<file path="src/rtl/spi_pkg.sv">
// Shared definitions for the SPI responder: FSM state encoding, command codes,
// default widths and the fill byte sent when a read times out.
package spi_pkg;

    localparam int FRAME_W_DEF     = 10;
    localparam int DATA_W_DEF      = 8;
    localparam int TIMEOUT_CYC_DEF = 16;

    // Byte returned to the initiator when the local side never answers a read.
    localparam logic [7:0] TIMEOUT_FILL = 8'hFF;

    typedef enum logic [2:0] {
        ST_IDLE,
        ST_RECV,
        ST_WAIT_TX,
        ST_SEND,
        ST_WAIT_SS
    } state_e;

    typedef enum logic [1:0] {
        CMD_WR_ADDR = 2'b00,
        CMD_WR_DATA = 2'b01,
        CMD_RD_ADDR = 2'b10,
        CMD_RD_DATA = 2'b11
    } cmd_e;

    // Only read-data frames need a byte returned on MISO; the rest are decoded locally.
    function automatic logic is_read_cmd(input logic [1:0] cmd);
        return cmd == CMD_RD_DATA;
    endfunction

endpackage

</file>
<file path="src/rtl/spi_slave_tx_shifter.sv">
// Parallel-in / serial-out shifter for MISO read data, MSB first.
// A load presents the first bit on the next cycle; each shift-enabled cycle then
// advances one bit until DATA_W bits have been shown, after which miso/miso_valid
// return to 0. done is high while the last bit is on the line. abort clears everything.
module spi_slave_tx_shifter #(
    parameter int DATA_W = 8
) (
    input  logic              clk,
    input  logic              rst_n,
    input  logic              load,
    input  logic              shift_en,
    input  logic              abort,
    input  logic [DATA_W-1:0] load_data,
    output logic              miso,
    output logic              miso_valid,
    output logic              done
);

    localparam int               CNT_W    = $clog2(DATA_W + 1);
    localparam logic [CNT_W-1:0] LAST_CNT = CNT_W'(DATA_W);

    logic [DATA_W-1:0] shift_q, shift_d;
    logic [CNT_W-1:0]  cnt_q, cnt_d;
    logic              miso_q, miso_d;
    logic              valid_q, valid_d;

    // Next-state for the shift register, bit counter and registered MISO outputs.
    always_comb begin
        // NOTE: every variable gets a default before any branch so no latch is inferred.
        shift_d = shift_q;
        cnt_d   = cnt_q;
        miso_d  = miso_q;
        valid_d = valid_q;
        if (abort) begin
            shift_d = '0;
            cnt_d   = '0;
            miso_d  = 1'b0;
            valid_d = 1'b0;
        end else if (load) begin
            miso_d  = load_data[DATA_W-1];
            shift_d = {load_data[DATA_W-2:0], 1'b0};
            cnt_d   = CNT_W'(1);
            valid_d = 1'b1;
        end else if (shift_en && valid_q) begin
            if (cnt_q == LAST_CNT) begin
                shift_d = '0;
                cnt_d   = '0;
                miso_d  = 1'b0;
                valid_d = 1'b0;
            end else begin
                miso_d  = shift_q[DATA_W-1];
                shift_d = {shift_q[DATA_W-2:0], 1'b0};
                cnt_d   = cnt_q + CNT_W'(1);
            end
        end
    end

    // Shifter state registers.
    always_ff @(posedge clk or negedge rst_n) begin
        // NOTE: sequential state uses non-blocking assignments so all flops update together.
        if (!rst_n) begin
            shift_q <= '0;
            cnt_q   <= '0;
            miso_q  <= 1'b0;
            valid_q <= 1'b0;
        end else begin
            shift_q <= shift_d;
            cnt_q   <= cnt_d;
            miso_q  <= miso_d;
            valid_q <= valid_d;
        end
    end

    assign miso       = miso_q;
    assign miso_valid = valid_q;
    assign done       = valid_q && (cnt_q == LAST_CNT);

endmodule

</file>
<file path="src/rtl/spi_slave.sv">
// SPI responder for the 10-bit command/data frame protocol on the system clock.
// Receives MOSI frames MSB first, reports them to the local side, and for
// read-data commands returns one byte on MISO with a per-bit valid.
// Optional build macro: SPI_SLAVE_RD_TIMEOUT_EN -- when defined, a read that the
// local side does not answer within TIMEOUT_CYC cycles returns the fill byte 8'hFF.
module spi_slave
    import spi_pkg::*;
#(
    parameter int FRAME_W     = FRAME_W_DEF,
    parameter int DATA_W      = DATA_W_DEF,
    parameter int TIMEOUT_CYC = TIMEOUT_CYC_DEF
) (
    input  logic               i_spi_slave_clk,
    input  logic               i_spi_slave_rst_n,
    input  logic               i_spi_slave_ss_bar,
    input  logic               i_spi_slave_mosi,
    output logic               o_spi_slave_miso,
    output logic               o_spi_slave_miso_valid,
    output logic               o_spi_slave_sready,
    output logic               o_spi_slave_busy,
    output logic [FRAME_W-1:0] o_spi_slave_rx_data,
    output logic               o_spi_slave_rx_valid,
    input  logic [DATA_W-1:0]  i_spi_slave_tx_data,
    input  logic               i_spi_slave_tx_valid
);

`ifdef SPI_SLAVE_RD_TIMEOUT_EN
    localparam bit RD_TIMEOUT_EN = 1'b1;
`else
    localparam bit RD_TIMEOUT_EN = 1'b0;
`endif

    localparam int                  RX_CNT_W = $clog2(FRAME_W);
    localparam logic [RX_CNT_W-1:0] LAST_BIT = RX_CNT_W'(FRAME_W - 1);
    localparam int                  WAIT_W   = $clog2(TIMEOUT_CYC + 1);
    localparam logic [WAIT_W-1:0]   WAIT_MAX = WAIT_W'(TIMEOUT_CYC - 1);

    state_e              state_q, state_d;
    logic [RX_CNT_W-1:0] bit_cnt_q, bit_cnt_d;
    logic [FRAME_W-1:0]  rx_shift_q, rx_shift_d;
    logic [FRAME_W-1:0]  rx_data_q, rx_data_d;
    logic                rx_valid_q, rx_valid_d;
    logic [WAIT_W-1:0]   wait_cnt_q, wait_cnt_d;

    logic [FRAME_W-1:0]  frame_next;
    logic                timeout_hit;
    logic                tx_load, tx_abort, tx_done;
    logic [DATA_W-1:0]   tx_load_data;

    // Frame as it stands once the current MOSI bit is shifted in.
    assign frame_next  = {rx_shift_q[FRAME_W-2:0], i_spi_slave_mosi};
    // With the timeout compiled out this is constant 0 and the wait counter is pruned.
    assign timeout_hit = RD_TIMEOUT_EN && (wait_cnt_q == WAIT_MAX);

    // FSM next-state, receive path and shifter control.
    always_comb begin
        state_d      = state_q;
        bit_cnt_d    = bit_cnt_q;
        rx_shift_d   = rx_shift_q;
        rx_data_d    = rx_data_q;
        rx_valid_d   = 1'b0;
        wait_cnt_d   = '0;
        tx_load      = 1'b0;
        tx_abort     = 1'b0;
        tx_load_data = i_spi_slave_tx_data;
        unique case (state_q)
            ST_IDLE: begin
                // Selection only arms the receiver; the first bit is taken next cycle.
                bit_cnt_d = '0;
                if (!i_spi_slave_ss_bar) state_d = ST_RECV;
            end
            ST_RECV: begin
                if (i_spi_slave_ss_bar) begin
                    // Short frame: drop it without touching rx_data.
                    bit_cnt_d  = '0;
                    rx_shift_d = '0;
                    state_d    = ST_IDLE;
                end else begin
                    rx_shift_d = frame_next;
                    bit_cnt_d  = bit_cnt_q + RX_CNT_W'(1);
                    if (bit_cnt_q == LAST_BIT) begin
                        bit_cnt_d  = '0;
                        rx_data_d  = frame_next;
                        rx_valid_d = 1'b1;
                        state_d    = is_read_cmd(frame_next[FRAME_W-1 -: 2]) ? ST_WAIT_TX : ST_WAIT_SS;
                    end
                end
            end
            ST_WAIT_TX: begin
                if (i_spi_slave_ss_bar) begin
                    tx_abort = 1'b1;
                    state_d  = ST_IDLE;
                end else if (i_spi_slave_tx_valid) begin
                    tx_load = 1'b1;
                    state_d = ST_SEND;
                end else if (timeout_hit) begin
                    tx_load      = 1'b1;
                    tx_load_data = DATA_W'(TIMEOUT_FILL);
                    state_d      = ST_SEND;
                end else begin
                    wait_cnt_d = wait_cnt_q + WAIT_W'(1);
                end
            end
            ST_SEND: begin
                if (i_spi_slave_ss_bar) begin
                    tx_abort = 1'b1;
                    state_d  = ST_IDLE;
                end else if (tx_done) begin
                    state_d = ST_WAIT_SS;
                end
            end
            ST_WAIT_SS: begin
                if (i_spi_slave_ss_bar) state_d = ST_IDLE;
            end
            default: state_d = ST_IDLE;
        endcase
    end

    // FSM and receive-path registers.
    always_ff @(posedge i_spi_slave_clk or negedge i_spi_slave_rst_n) begin
        // NOTE: rx_data is a plain output register, not a memory, so it is reset like the rest.
        if (!i_spi_slave_rst_n) begin
            state_q    <= ST_IDLE;
            bit_cnt_q  <= '0;
            rx_shift_q <= '0;
            rx_data_q  <= '0;
            rx_valid_q <= 1'b0;
            wait_cnt_q <= '0;
        end else begin
            state_q    <= state_d;
            bit_cnt_q  <= bit_cnt_d;
            rx_shift_q <= rx_shift_d;
            rx_data_q  <= rx_data_d;
            rx_valid_q <= rx_valid_d;
            wait_cnt_q <= wait_cnt_d;
        end
    end

    spi_slave_tx_shifter #(
        .DATA_W (DATA_W)
    ) u_tx_shifter (
        .clk        (i_spi_slave_clk),
        .rst_n      (i_spi_slave_rst_n),
        .load       (tx_load),
        .shift_en   (state_q == ST_SEND),
        .abort      (tx_abort),
        .load_data  (tx_load_data),
        .miso       (o_spi_slave_miso),
        .miso_valid (o_spi_slave_miso_valid),
        .done       (tx_done)
    );

    assign o_spi_slave_sready   = (state_q == ST_IDLE) && i_spi_slave_ss_bar;
    assign o_spi_slave_busy     = (state_q != ST_IDLE);
    assign o_spi_slave_rx_data  = rx_data_q;
    assign o_spi_slave_rx_valid = rx_valid_q;

endmodule

</file>
<file path="config.mk">
export PLATFORM = sky130hd
export DESIGN_NAME = spi_slave
export DESIGN_NICKNAME = d
export VERILOG_FILES = /design/src/rtl/spi_pkg.sv /design/src/rtl/spi_slave_tx_shifter.sv /design/src/rtl/spi_slave.sv
export SDC_FILE = /design/constraint.sdc
export NUM_CORES = 1
export LEC_CHECK = 0
export ABC_CLOCK_PERIOD_IN_PS = 1550
export BUFFER_PORTS_ARGS = -buffer_cell sky130_fd_sc_hd__buf_2
export CORE_MARGIN = 2
export CORE_UTILIZATION = 50
export CTS_CLUSTER_DIAMETER = 80
export DETAILED_ROUTE_END_ITERATION = 7
export PLACE_DENSITY_LB_ADDON = 0.2
export SYNTH_ARGS = -nofsm -noshare
export SYNTH_HDL_FRONTEND = slang
export SYNTH_SLANG_ARGS = --single-unit
</file>
<file path="constraint.sdc">
create_clock -name i_spi_slave_clk -period 1.55 [get_ports i_spi_slave_clk]
set_input_delay 0.31 -clock i_spi_slave_clk [delete_from_list [all_inputs] [get_ports i_spi_slave_clk]]
set_output_delay 0.31 -clock i_spi_slave_clk [all_outputs]
set_load 0.03 [all_outputs]
</file>
---- After elaboration in Yosys (flattened, before gate mapping) ----
Index checks and enable logic that the tools add are counted.
cells by class
  $add $sub $neg .......................... 2
  eq/ne operators ......................... 12
  muxes and demuxes ....................... 38
  bitwise operators ....................... 1
  reduce and logical (&&, ||, !) cells .... 12
operators by type and width
  operator               count
  $mux W8                4
  $mux W3                9
  $mux W4                6
  $mux W1                16
  $pmux W3 S5            1
  $mux W9                1
  $ne A3 B3 Y1 const B   3
  $reduce_bool A3 Y1     3
  $add A4 B1 Y4 const B  2
  $eq A4 B4 Y1 const B   2
  $pmux W4 S2            1
  $eq A3 B2 Y1 const B   2
  $reduce_and A5 Y1      1
  $ne A2 B2 Y1 const B   2
  $eq A3 B1 Y1 const B   1
  $eq A3 B3 Y1 const B   1
  $logic_and A1 B1 Y1    3
  $logic_not A3 Y1       1
  $reduce_and A3 Y1      1
  $eq A2 B2 Y1 const B   1
  $reduce_and A2 Y1      1
  $reduce_bool A2 Y1     1
  $reduce_or A2 Y1       1
  $not A1 Y1             1
word-level totals
  bits in registers ....................... 41
  logic and storage cells ................. 74

---- Longest topological paths before layout ----
Gate-level depths: netlist of run 1.
  depth after elaboration ................. 5
  depth in mapped cells ................... 7
  depth with buffers taken out ............ 6

---- Modules after synthesis ----
From an unflattened synthesis of run 1, not the netlist that was laid out.
unflattened totals
  cells, all modules ...................... 173
  area total of the unflattened synthesis .. 1950.6 µm²
by module, submodules not included
  module                instances  cells each  area each (µm²)
  spi_slave             1          97          1239.9
  spi_slave_tx_shifter  1          76          710.7

---- Worst setup path after synthesis of run 1 ----
OpenSTA, ideal clock, no wires.
  path kind ............................... reg2out
  start point ............................. reg state_q[0]
  end point ............................... out o_spi_slave_sready
  data arrival time ....................... 1507 ps
  setup slack ............................. -267 ps
  cell stages (with the launch flop) ...... 4
  buffers on the path ..................... 1
  cell sequence ........................... dfrtp_1 -> buf_2 -> or3_1 -> nor2_1
on the way
  cells in the longest elaborated chain, start to end .. 2
ends and longest elaborated chain
  item                      line              RTL
  start: declaration        spi_slave.sv:38   state_e state_q, state_d;
  start signal: assignment  spi_slave.sv:130  state_q <= state_d;
  $logic_not A3 Y1          spi_slave.sv:153  assign o_spi_slave_sready = (state_q == ST_IDLE) && i_spi_slave_ss_bar;
  $logic_and A1 B1 Y1       spi_slave.sv:153
  end: declaration          spi_slave.sv:19   output logic o_spi_slave_sready,
No other way between the ends.

---- Worst setup path in the final report of run 1 ----
  start point ............................. reg state_q[2]
  end point ............................... out o_spi_slave_sready
The elaborated chain is that of the path after synthesis.

==> results of run 1 <==
-- power by group through the flow --
stage                     Combinational, W  Clock, W  Sequential, W
after global placement            0.000163         0        0.00110
after detailed placement          0.000170         0        0.00110
after floorplan                  0.0000733         0        0.00111
after CTS                         0.000177  0.000914        0.00108
after global routing              0.000218  0.000957        0.00109
final                             0.000198  0.000900        0.00109
-- layout by cell type, fill, tap and decap left out, types with 2 or more instances in the layout --
| cell type | count |
|---|---|
| dfrtp_1 | 40 |
| buf_2 | 26 |
| buf_4 | 18 |
| nand2_1 | 17 |
| a22o_1 | 17 |
| o21ai_0 | 12 |
| mux2_4 | 10 |
| nand4_1 | 8 |
| buf_6 | 8 |
| clkbuf_8 | 6 |
| inv_1 | 5 |
| nor2_1 | 4 |
| o22ai_1 | 4 |
| buf_12 | 4 |
| nand3_1 | 3 |
| a21oi_2 | 3 |
| inv_2 | 2 |
| nand3b_1 | 2 |
| nor2_4 | 2 |
| nor2b_1 | 2 |
| nor2b_4 | 2 |
| and2_4 | 2 |
| a21o_1 | 2 |
| a31oi_1 | 2 |
| o21ai_1 | 2 |
| ha_2 | 2 |
| ha_1 | 2 |
-- cell families (layout without fill, tap and decap cells) --
kind of cell / count (synthesis) / after routing / share of synthesized area [%]
AOI/OAI and AO/OA: 48 / 48 / 18.1
adders and majority gates: 4 / 4 / 2.60
buffers and inverters: 18 / 73 / 5.14
DFF: 40 / 40 / 52.0
muxes: 10 / 10 / 7.61
and+or+nand+nor: 51 / 51 / 14.5
-- final cells by class --
| cell class | instances | area share [%] |
|---|---|---|
| tap | 48 | 2.32 |
| sequential | 40 | 38.6 |
| inverter | 7 | 1.01 |
| clock inverter | 2 | 1.50 |
| timing repair buffer | 58 | 18.2 |
| clock buffer | 6 | 3.19 |
| multi-input combinational | 113 | 35.2 |
-- worst max-delay path, cell delays in order, from the launching register on --
cell     delay (ps)
dfrtp_1         400
buf_6           120
or3_4           380
nor2_4           90
buf_6           130
-- through the flow --
stage / std cells / hold slack (ps)
3_3_place_gp: 254 / 277
3_5_place_dp: 254 / 290
2_1_floorplan: 171 / 14.4
6_report: 274 / 242
4_1_cts: 266 / 240
5_1_grt: 274 / 241
-- routing by layer --
| metal | routed length (um) | share of wire (%) | track usage [%] |
|---|---|---|---|
| met1 | 1910 | 44 | 27.5 |
| met2 | 2170 | 50 | 34.1 |
| met3 | 169 | 3.9 | 5.62 |
| met4 | 89 | 2.0 | 7.91 |
| met5 | 0 | 0 | 0 |
-- final timing paths --
| check | from | end | slack [ps] | cells past startpoint |
|---|---|---|---|---|
| worst max-delay path | state_q[2]$_DFFE_PN0P_ | o_spi_slave_sready | -180 | 4 |
| worst min register to register | o_spi_slave_rx_data[7]$_DFFE_PN0P_ | o_spi_slave_rx_data[7]$_DFFE_PN0P_ | 510 | 1 |
| worst min-delay path | i_spi_slave_tx_data[0] | u_tx_shifter.shift_q[1]$_DFFE_PN0P_ | 240 | 2 |
| worst max register to register | state_q[1]$_DFFE_PN0P_ | o_spi_slave_rx_data[6]$_DFFE_PN0P_ | -100 | 4 |
| max in group asynchronous | i_spi_slave_rst_n | u_tx_shifter.shift_q[7]$_DFFE_PN0P_ | 590 | 3 |
| min in group asynchronous | i_spi_slave_rst_n | rx_shift_q[8]$_DFFE_PN0P_ | 490 | 2 |
-- state kept, by name, summed over array words and instances (netlist names) --
register,count
bit_cnt_q,4
u_tx_shifter.miso_valid,1
o_spi_slave_rx_valid,1
u_tx_shifter.cnt_q,4
o_spi_slave_rx_data,10
state_q,3
u_tx_shifter.miso,1
u_tx_shifter.shift_q,7
rx_shift_q,9
-- timing repair --
action,in CTS,in global routing
setup endpoints to repair,16,27
resized for setup,12,24
hold endpoints to repair,19,0
hold buffers,1,0
pin swaps,2,4
cloned,0,1
buffers inserted,4,7
==> flow_metrics.env, run 1 <==
export IMPL_status="finished with violations"
export IMPL_failed_checks="negative setup slack"
export IMPL_crit_path_end_kind="primary output"
export IMPL_grt_pass1_vias=1485
export IMPL_vdd_drop_max_v=0.000560
export IMPL_grt_pass1_wl_mm=6.89
export IMPL_critPathRequiredTime_ps=1240
export IMPL_clock_latency_ps=300
export IMPL_final_layout_size_suffix_gt1_share_pct=42.5
export IMPL_skew_ps=6.10
export IMPL_path_class="flop to primary output"
export IMPL_synth_warning_count=0
export IMPL_clock_sinks=40
export IMPL_intPower_w=0.00168
export IMPL_arrival_ps=1420
export IMPL_fin_crit_ps=1730
export IMPL_slew_headroom_pct=68.4
export IMPL_total_leakage_power_nw=1.26
export IMPL_timing_fmax_ghz=0.578
export IMPL_final_cell_area_um2=2590
export IMPL_cts_buffer_depth=2
export IMPL_cp_start_kind="flop"
export IMPL_grt_use_total_pct=21.2
export IMPL_fin_util_pct=70.2
export IMPL_postPlaceCellArea_um2=2240
export IMPL_rsz0062_at_grt="yes"
export IMPL_wirelength_mm=4.35
export IMPL_synth_fp_nets=188
export IMPL_tns_ps=-1370
export IMPL_drc=0
export IMPL_start_util_pct=52.2
export IMPL_clkTransAtPathRegs_ps=70
export IMPL_grt_max_degree=22
export IMPL_final_max_slew_viol_count=0
export IMPL_ys_ff_latch=40
export IMPL_antenna_found_initial=0
export IMPL_drv_cap=0
export IMPL_synth_common_cells="dfrtp_1, a22o_1, nand2_1"
export IMPL_synth_top_area_share_pct=52.0
export IMPL_crit_fanout=2
export IMPL_place_congestion=0.818
export IMPL_die_area_um2=4360
export IMPL_port_buffers=27
export IMPL_seq_power_share_pct=49.7
export IMPL_seqCellArea_um2=1000
export IMPL_overflow=0
export IMPL_core_area_um2=3690
export IMPL_antenna_cells=0
export IMPL_fin_ws_ps=-180
export IMPL_pwr_density_cell_nw_per_um2=844
export IMPL_via_per_inst=5.70
export IMPL_h_tree_depth=2
export IMPL_synth_ff_type="dfrtp_1"
export IMPL_synthToLayoutAreaGrowth_pct=34.6
export IMPL_die_h_um=66.0
export IMPL_tightestPinTransition_ps=474
export IMPL_yosysSeqAreaShare_pct=52.0
export IMPL_drt_iter0_drc=80
export IMPL_synth_area_leaders="dfrtp_1, a22o_1, mux2_4"
export IMPL_finalHoldViolations=0
export IMPL_p_total_w=0.00218
export IMPL_die_w_um=66.0
export IMPL_period_share_pct=112
export IMPL_wl_per_cell_um=15.9
export IMPL_clockPowerShare_pct=41.2
export IMPL_netlist_top_cell_by_area="dfrtp_1"
export IMPL_cts_root_buf="clkbuf_8"
export IMPL_fillers=251
export IMPL_final_antenna_net_count=0
export IMPL_cts_tree="built"
export IMPL_detailedRoute_firstPassIterationCount=4
export IMPL_setup_violations=13
export IMPL_swShare_pct=23.1
export IMPL_top_level_ports=28
export IMPL_vias=1563
export IMPL_place_ws_ps=-111
export IMPL_fin_nets=242
export IMPL_multiInputGateArea_um2=911
export IMPL_synth_most_common_cell="dfrtp_1"
export IMPL_syn_area_per_cell_um2=11.3
export IMPL_rows=22
export IMPL_p_sw_w=0.000505
export IMPL_hpwl_mm=2.82
export IMPL_synth_cell_types=35
export IMPL_cts_inserted_buffers=5
export IMPL_synthesis_area_um2=1920
export IMPL_hp_class="input port to flop"
export IMPL_netlist_instances=171
export IMPL_synth_edf_count=0
export IMPL_synthArstFlopShare_pct=100
export IMPL_p_comb_share_pct=9.1
Power figures use the tool's default switching activity.
==> inputs of run 2 (changes only) <==
--- a/config.mk
+++ b/config.mk
@@ -11,7 +11,8 @@
 export CORE_UTILIZATION = 50
 export CTS_CLUSTER_DIAMETER = 80
 export DETAILED_ROUTE_END_ITERATION = 7
-export PLACE_DENSITY_LB_ADDON = 0.2
+export PLACE_DENSITY = 0.78
+export RECOVER_POWER = 25
 export SYNTH_ARGS = -nofsm -noshare
 export SYNTH_HDL_FRONTEND = slang
 export SYNTH_SLANG_ARGS = --single-unit
==> flow_metrics.env, run 2 (synthesis results as in run 1) <==
export IMPL_status="finished with violations"
export IMPL_failed_checks="negative setup slack"
export IMPL_die_area_um2=4360
export IMPL_dp_cells=250
export IMPL_overflow=0
export IMPL_r2r_cells=4
export IMPL_crit_path_end_kind="primary output"
export IMPL_vdd_drop_max_v=0.000600
export IMPL_swShare_pct=23.1
export IMPL_wl_per_cell_um=15.7
export IMPL_cts_root_buf="clkbuf_8"
export IMPL_fin_crit_ps=1730
export IMPL_cts_tree="built"
export IMPL_timing_fmax_ghz=0.579
export IMPL_drt_iter0_drc=83
export IMPL_cts_buffer_depth=2
export IMPL_hpwl_mm=2.87
export IMPL_grt_pass1_wl_mm=7.02
export IMPL_grt_busiest_layer="met2"
export IMPL_antenna_found_initial=0
export IMPL_p_comb_share_pct=8.3
export IMPL_slew_headroom_pct=28.5
export IMPL_critPathSlowestCell="dfrtp_1"
export IMPL_clock_latency_ps=290
export IMPL_tightestPinTransition_ps=1070
export IMPL_postPlaceCellArea_um2=2200
export IMPL_p_total_w=0.00217
export IMPL_place_ws_ps=-114
export IMPL_final_cell_area_um2=2420
export IMPL_finalHoldViolations=0
export IMPL_arrival_ps=1420
export IMPL_port_buffers=27
export IMPL_setup_violations=13
export IMPL_hp_class="input port to flop"
export IMPL_critPathRequiredTime_ps=1240
export IMPL_p_sw_w=0.000500
export IMPL_rows=22
export IMPL_die_h_um=66.0
export IMPL_pwr_density_cell_nw_per_um2=895
export IMPL_grt_use_total_pct=22.0
export IMPL_intPower_w=0.00167
export IMPL_path_class="flop to primary output"
export IMPL_antenna_cells=0
export IMPL_grt_max_degree=24
export IMPL_grt_util_met1_pct=29.1
export IMPL_place_congestion=0.831
export IMPL_wirelength_mm=4.17
export IMPL_vias=1516
export IMPL_crit_fanout=8
export IMPL_critical_path_max_stage_delay_ps=390
export IMPL_final_cell_mix="dfrtp_1, buf_2, a22o_1"
export IMPL_top_level_ports=28
export IMPL_skew_ps=4.61
export IMPL_period_share_pct=111
export IMPL_rsz0062_at_grt="yes"
export IMPL_grt_pass1_vias=1456
export IMPL_hold_depth=2
export IMPL_drc=0
export IMPL_final_layout_size_suffix_gt1_share_pct=35.0
export IMPL_met2_usage_pct=33.8
export IMPL_via_per_inst=5.72
export IMPL_synthToLayoutAreaGrowth_pct=25.9
export IMPL_clock_sinks=40
export IMPL_detailedRoute_firstPassIterationCount=4
export IMPL_h_tree_depth=2
export IMPL_fillers=292
export IMPL_fin_nets=233
export IMPL_total_leakage_power_nw=1.19
export IMPL_fin_util_pct=65.7
export IMPL_final_antenna_net_count=0
export IMPL_clockPowerShare_pct=41.5
export IMPL_clkTransAtPathRegs_ps=80
export IMPL_grt_use_met3_pct=5.96
export IMPL_final_common_cell="dfrtp_1"
export IMPL_instances_no_fill=265
export IMPL_core_area_um2=3690
export IMPL_cp_start_kind="flop"
export IMPL_die_w_um=66.0
export IMPL_largest_register_ff_count=10
export IMPL_start_util_pct=52.2
export IMPL_seq_power_share_pct=50.2
export IMPL_final_max_slew_viol_count=0
export IMPL_crit_chain="buf_4 -> or3_4 -> nor2_4 -> buf_6"
export IMPL_cts_inserted_buffers=5
export IMPL_fin_ws_ps=-177
export IMPL_drv_cap=0
run 2: path summary, 6_finish.rpt:
check	startpoint	to	slack, ps
worst min-delay path	i_spi_slave_tx_data[0]	u_tx_shifter.shift_q[1]$_DFFE_PN0P_	240
worst min register to register	o_spi_slave_rx_data[6]$_DFFE_PN0P_	o_spi_slave_rx_data[6]$_DFFE_PN0P_	510
worst max register to register	state_q[1]$_DFFE_PN0P_	o_spi_slave_rx_data[0]$_DFFE_PN0P_	-110
max in group asynchronous	i_spi_slave_rst_n	u_tx_shifter.cnt_q[2]$_DFFE_PN0P_	170
min in group asynchronous	i_spi_slave_rst_n	state_q[2]$_DFFE_PN0P_	730
worst max-delay path	state_q[2]$_DFFE_PN0P_	o_spi_slave_sready	-180
run 2: layout make-up:
class,instances,area [um2],area share [%]
clock buffer,6,82.6,3.41
clock inverter,2,38.8,1.60
inverter,7,26.3,1.08
multi-input combinational,113,862,35.6
sequential,40,1000,41.3
tap,48,60.1,2.48
timing repair buffer,49,353,14.6
run 2: per-layer routing:
layer	share of wire, %	up-vias
li1	-	715
met1	44	753
met2	49	41
met3	4.6	7
met4	2.0	0
met5	0	-
run 2: through the flow:
step / setup TNS (ps) / hold slack (ps)
3_3_place_gp: -542 / 271
4_1_cts: -1380 / 238
2_1_floorplan: -1300 / 14.4
6_report: -1380 / 242
3_5_place_dp: -983 / 277
5_1_grt: -2280 / 233
run 2: worst max-delay path, delay by kind of cell, from the launching register on:
family / cells / cell delay, ps
flops: 1 / 390
buf+inv: 2 / 300
simple gates: 2 / 440
run 2: repair_timing:
item / in CTS / in global routing
hold buffers: 1 / 0
buffers inserted: 3 / 3
endpoints found under the hold margin: 17 / 0
setup endpoints to repair: 19 / 35
pin swaps: 0 / 0
resized for setup: 8 / 6
run 2: power by group through the flow:
stage	logic (W)	registers (W)	clock network, W
after floorplan	0.0000733	0.00111	0
after global placement	0.000154	0.00110	0
after detailed placement	0.000160	0.00111	0
after CTS	0.000167	0.00109	0.000910
after global routing	0.000197	0.00109	0.000963
final	0.000180	0.00109	0.000901
